`src/rtl/instr_fetch.sv`:
```
// Instruction fetch stage: owns the PC, handshakes with instruction memory and
// registers {instruction, instr_pc} for the decoder. Optional macro: IFETCH_MISALIGN_CHECK_EN.
module instr_fetch #(
  parameter logic [31:0] RESET_PC  = 32'h0000_0000,
  parameter logic [31:0] NOP_INSTR = 32'h0000_0013
) (
  input  logic        clk,
  input  logic        reset,
  output logic [31:0] imem_addr,
  output logic        imem_req,
  input  logic        imem_ready,
  input  logic [31:0] imem_rdata,
  input  logic        stall,
  input  logic        branch_taken,
  input  logic [31:0] branch_target,
  input  logic        ill_instr,
  output logic [31:0] instruction,
  output logic [31:0] instr_pc,
  output logic        instr_valid,
  output logic        halted,
  output logic [1:0]  fsm_state
);

  // Memory handshake: a word transfers on the rising edge where imem_req=1 and
  // imem_ready=1; imem_rdata is valid in that same cycle. imem_req/imem_addr are
  // held until ready unless a redirect or reset aborts the request.
  typedef enum logic [1:0] {
    IDLE  = 2'd0,
    FETCH = 2'd1,
    STALL = 2'd2,
    HALT  = 2'd3
  } state_t;

  state_t      state, state_nxt;
  logic [31:0] pc;
  logic        live;
  logic        halt_now;
  logic        xfer;
  logic        misalign;

`ifdef IFETCH_MISALIGN_CHECK_EN
  assign misalign = (branch_target[1:0] != 2'b00);
`else
  logic unused_tgt_bits;
  assign misalign        = 1'b0;
  assign unused_tgt_bits = ^branch_target[1:0];
`endif

  assign imem_addr = pc;
  assign halted    = (state == HALT);
  assign fsm_state = state;

  always_comb begin
    live      = (state == FETCH) || (state == STALL);
    halt_now  = live && instr_valid && ill_instr && !stall && !branch_taken;
    imem_req  = 1'b0;
    // A live instruction under stall must not be overwritten, so no request;
    // leaving STALL requests pc in the first cycle stall drops.
    if (!branch_taken && !halt_now) begin
      if (state == FETCH)      imem_req = !(stall && instr_valid);
      else if (state == STALL) imem_req = !stall;
    end
    xfer      = imem_req && imem_ready;

    state_nxt = state;
    case (state)
      IDLE:    state_nxt = FETCH;
      FETCH:   if (stall && instr_valid) state_nxt = STALL;
      STALL:   if (!stall) state_nxt = FETCH;
      default: state_nxt = HALT;
    endcase
    if (state != HALT) begin
      if (branch_taken)  state_nxt = misalign ? HALT : FETCH;
      else if (halt_now) state_nxt = HALT;
    end
  end

  always_ff @(posedge clk) begin
    if (reset) begin
      state       <= IDLE;
      pc          <= RESET_PC;
      instruction <= NOP_INSTR;
      instr_pc    <= RESET_PC;
      instr_valid <= 1'b0;
    end else begin
      state <= state_nxt;
      if (state != HALT) begin
        if (branch_taken) begin
          instr_valid <= 1'b0;
          instruction <= NOP_INSTR;
          if (!misalign) pc <= {branch_target[31:2], 2'b00};
        end else if (halt_now) begin
          instr_valid <= 1'b0;
        end else if (xfer) begin
          instruction <= imem_rdata;
          instr_pc    <= pc;
          instr_valid <= 1'b1;
          pc          <= pc + 32'd4;
        end else if (!stall) begin
          // Current word was consumed and nothing new arrived.
          instr_valid <= 1'b0;
        end
      end
    end
  end

endmodule

```
`config.mk`:
```
export PLATFORM = sky130hd
export DESIGN_NAME = instr_fetch
export DESIGN_NICKNAME = d
export VERILOG_FILES = /design/src/rtl/instr_fetch.sv
export SDC_FILE = /design/constraint.sdc
export NUM_CORES = 1
export LEC_CHECK = 0
export ABC_CLOCK_PERIOD_IN_PS = 5200
export CORE_UTILIZATION = 42
export DETAILED_ROUTE_END_ITERATION = 8
export PLACE_DENSITY_LB_ADDON = 0.2
export SYNTH_ARGS = -nofsm -noshare
export SYNTH_HDL_FRONTEND = slang
export SYNTH_SLANG_ARGS = --single-unit
```
`constraint.sdc`:
```
create_clock -name clk -period 5.2 [get_ports clk]
set_clock_uncertainty 0.05 [all_clocks]
set_input_delay 1.04 -clock clk [delete_from_list [all_inputs] [get_ports clk]]
set_output_delay 1.04 -clock clk [all_outputs]
set_load 0.01 [all_outputs]
```
Word-level counts from Yosys, hierarchy flattened
Index checks and enable logic that the tools add are counted.

word-level totals
  word-level logic and storage cells = 50
  input bits = 70
  flip-flop bits (word level) = 99
  output and inout port bits = 101

cells by class
  $add $sub $neg = 1
  bitwise gates (word level) = 2
  multiplexer cells = 19
  reduce and logical (&&, ||, !) cells = 17
  equality and inequality tests = 6

operators with widths
  cell                                                                     count
  32-bit two-way mux                                                       6
  32-bit by 3-bit adder with 32-bit output, second input constant          1
  2-bit two-way mux                                                        5
  1-bit logical AND                                                        7
  1-bit two-way mux                                                        7
  2-bit one-hot mux with 3 select lines                                    1
  2-bit equality test, second input constant                               2
  1-bit zero test                                                          4
  2-bit inequality test, second input constant                             2
  4-bit by 1-bit inequality test with 1-bit output, second input constant  1
  4-bit AND reduction                                                      1
  3-bit AND reduction                                                      1
  2-bit by 1-bit equality test with 1-bit output, second input constant    1
  2-bit zero test                                                          1
  1-bit NOT                                                                2
  2-bit AND reduction                                                      1
  2-bit nonzero test                                                       1
  1-bit logical OR                                                         1

Longest topological paths before layout
  depth after elaboration = 13
  mapped depth = 10
  mapped depth without buffers = 7

Worst setup path after synthesis
Ideal clock, no wire load.

  path kind = in2out
  start point = input port branch_taken
  end point = output port imem_req
  path buffers = 2
  path slack = 2.347 ns
  cell stages on the path = 4
  arrival = 1.763 ns
  data required time = 4.110 ns
  cells stage by stage = buf_2 inv_1 clkbuf_1 and3_1

between the ends
  cells in the longest elaborated chain, start to end = 5

ends and longest elaborated chain
  item                 RTL line  RTL
  start: declaration   14        input logic branch_taken,
  1-bit zero test *    55, 59
  1-bit logical AND    55        halt_now = live && instr_valid && ill_instr && !stall && !branch_taken;
  1-bit zero test      59        if (!branch_taken && !halt_now) begin
  1-bit logical AND *  59
  1-bit two-way mux *  59
  end: declaration     10        output logic imem_req,

Mark *: on every way between the ends. The rest lies on a longest branch, timed or not.

Worst setup path in the final report
  start point = input port stall
  end point = output port imem_req

between the ends
  cells in the longest elaborated chain, start to end = 6
  elaborated cells between the ends (all ways) = 10

ends and longest elaborated chain
  item                            RTL line  RTL
  start: declaration              13        input logic stall,
  1-bit zero test                 --
  1-bit logical AND (2 in a row)  55
  1-bit zero test                 59
  1-bit logical AND               59
  1-bit two-way mux *             59

Marks and branches as above.

==> out/qor.csv <==
stage,metric,value,unit
outcome,outcome,finished clean,
place,Post-DP HPWL,8760,um
timing,Slew Limit Fails,0,
finish,post-layout util,62.9,%
worst_hold_path,Worst Hold Launch,instr_pc[5],
timing,max frequency,264,MHz
setup_path,R2R Setup Slk,2.52,ns
timing,WHS,0.407,ns
setup_path,Reg2Reg Depth,7,
power,LEAKAGE,2.15,nW
finish,post-route cell area,6210,sq um
routing,DRC,0,
clock_tree,latest clock arrival within the worst-skew pair,0.36,ns
routing,Via density,5.53,
timing,Final min period,3.79,ns
yosys,mapped cell area,4330,sq um
setup_path,worst r2r src,fsm_state[0],
worst_hold_path,hold depth,2,
setup_path,crit end category,output port,
finish,"commonest non-fill, non-tap cell in the layout",clkdlybuf4s50_1,
finish,"Cell Count, Final, Fillers Out",818,
finish,most frequent cells in the layout,"162 x clkdlybuf4s50_1, 102 x nand2_1, 95 x dfxtp_1",
power,Max IR drop VDD,0.000143,V
global_routing,largest net degree at the start of global routing,70,
global_routing,vias in the first global route,4277,
clock_tree,cts repair resizes,0,
yosys,Yosys cell types,52,
clock_tree,clock-pin slew on the worst setup and hold paths,0.09,ns
global_routing,initial antenna violation count,0,
finish,fraction of layout cells with a size suffix above 1,4.67,%
timing,Final Hold Fails,0,
clock_tree,CTS Buffer Depth,2,
timing,RSZ-0062 raised after global routing,no,
clock_tree,number of buffers created by CTS,9,
clock_tree,post-CTS setup buffers,0,
setup_path,worst-path maximum fanout,7,
finish,# nets final,755,
place,IO buf count,164,
routing,drt wl/cell,15.8,um
finish,Syn-to-layout area delta,43.3,%
setup_path,CP startpoint kind,input port,
clock_tree,Sink Count,95,
yosys,Post-Syn Instances,545,
timing,relative slew slack,26.1,%
yosys,"Seq/Total Area, Yosys",43.9,%
floorplanning,Starting Density,43.9,%
yosys,"Primary FF master, synth",dfxtp_1,
setup_path,arrival time at the worst endpoint,2.70,ns
timing,final period utilization,72.8,%
floorplanning,# IOs,171,
place,placed cell area,5960,sq um
routing,total number of vias,4527,
place,final RePlAce weighted congestion,0.825,
yosys,asr flop ratio synth,0,%
routing,drt pass-1 iters,5,
worst_hold_path,Hold WC Path Type,flip-flop to flip-flop,
routing,DRT Wirelength,12900,um
global_routing,gr ovfl total,0,
yosys,number of synthesized register bits,95,
floorplanning,DIE HEIGHT,104,um
clock_tree,CTS Root Cell,clkbuf_8,
clock_tree,hold_buf cts,0,
routing,final antenna-violating net count,0,
finish,Antenna Cells,0,
yosys,Post-synth EDFFs,0,
yosys,Post-Syn Area per Cell,7.95,sq um
place,total placed cells including tap cells,802,
floorplanning,# rows,36,
timing,Slew @ Worst Pin,1.11,ns
setup_path,Crit path required time,4.11,ns
yosys,Synth warnings,0,
power,Pwr Density,261,nW/um^2
flow_run,# Max-Cap Violations,0,
timing,Final setup viols,0,
floorplanning,die width,104,um
clock_tree,CTS tree,done,
floorplanning,overall die area,10700,sq um
setup_path,Setup Crit Path Kind,input port to output port,
global_routing,gr usage total,24.4,%
clock_tree,CTS H-tree lvls,3,
timing,total negative slack,0,ns
global_routing,first-pass GRT wire length,21500,um
routing,initial DRC count,334,
worst_hold_path,hold worst-path end,instr_pc[5],
setup_path,FF-to-FF End,instruction[7],
floorplanning,core area,9860,sq um
where the power goes:
group	total, W	switching (W)	internal, W
logic	0.000235	0.000110	0.000125
registers	0.000787	0.0000348	0.000752
clock network	0.000597	0.000266	0.000331
total	0.00162	0.000411	0.00121
Yosys cell counts (2+ instances only):
cell       count  area [sq um]
nand2_1      102           383
dfxtp_1       95          1900
a21oi_1       59           295
nor2_1        49           184
clkbuf_1      30           113
a22oi_1       29           218
nand3_1       17          85.1
o21ai_0       14          70.1
o22ai_1       10          62.6
buf_2          9          45.0
inv_1          9          33.8
and3_1         8          50.1
nor3_1         8          40.0
nor4_1         8          50.1
a31oi_1        7          43.8
nand4_1        7          43.8
a211oi_1       6          45.0
buf_4          6          45.0
o31ai_1        6          45.0
ha_1           5          62.6
a22o_1         4          35.0
a32o_1         4          40.0
a41o_1         4          40.0
and2_1         4          25.0
and4_1         4          35.0
nand2b_1       4          25.0
o41ai_1        3          26.3
a21o_1         2          15.0
a311oi_1       2          17.5
mux2i_1        2          20.0
nand2_2        2          12.5
nor2b_1        2          12.5
nor4b_1        2          17.5
o2bb2ai_1      2          17.5
o31a_1         2          17.5
o41a_1         2          22.5
worst max-delay path by stage:
stage / depth (start not counted) / to / from
after floorplan: 4 / imem_req / branch_taken
after global placement: 5 / imem_req / stall
after detailed placement: 5 / imem_req / stall
after CTS: 5 / imem_req / stall
after global routing: 5 / imem_req / stall
final: 5 / imem_req / stall
area by class of cell:
cell class	instances	area, sq um
clock buffers	10	138
clock inverters	6	108
fillers	852	3660
inverters	9	33.8
multi-input cells	397	2200
flip-flops and latches	95	1900
well taps	133	166
repair buffers	168	1660
layer usage:
layer	vias up	wire, um	part of all wire, %	GRT usage (%)
li1	2220	-	-	-
met1	2108	5470	42	31.8
met2	184	6130	48	38.4
met3	15	1090	8.4	6.73
met4	0	202	1.6	9.01
met5	-	0	0	0
worst max-delay path, cell delays in order:
cell             delay (ns)
clkdlybuf4s50_1        0.57
a21boi_1               0.13
or2_2                  0.31
and3_1                 0.18
clkdlybuf4s50_1        0.47
cell families (layout without fill, tap and decap cells):
group / count (synthesis) / count (layout) / share of synthesized area [%]
other cells: 1 / 4 / 0.0865
simple gates: 223 / 223 / 23.8
flops: 95 / 95 / 43.9
compound gates: 162 / 162 / 24.4
fa+ha+maj: 5 / 5 / 1.44
mux: 3 / 3 / 0.722
buf+inv: 56 / 193 / 5.66
per-stage QoR:
step                power (W)  worst slack, ns
finish                0.00162             1.41
global route          0.00169             1.30
CTS                   0.00163             1.41
detailed placement    0.00104             1.42
global placement      0.00103             1.44
floorplan            0.000911             2.35
sequential cells by signal, indices dropped and copies added, names as in the netlist:
name,flops
instr_valid,1
instr_pc,30
instruction,32
fsm_state,2
imem_addr,30
No activity file was read; power rests on OpenSTA's default activity.
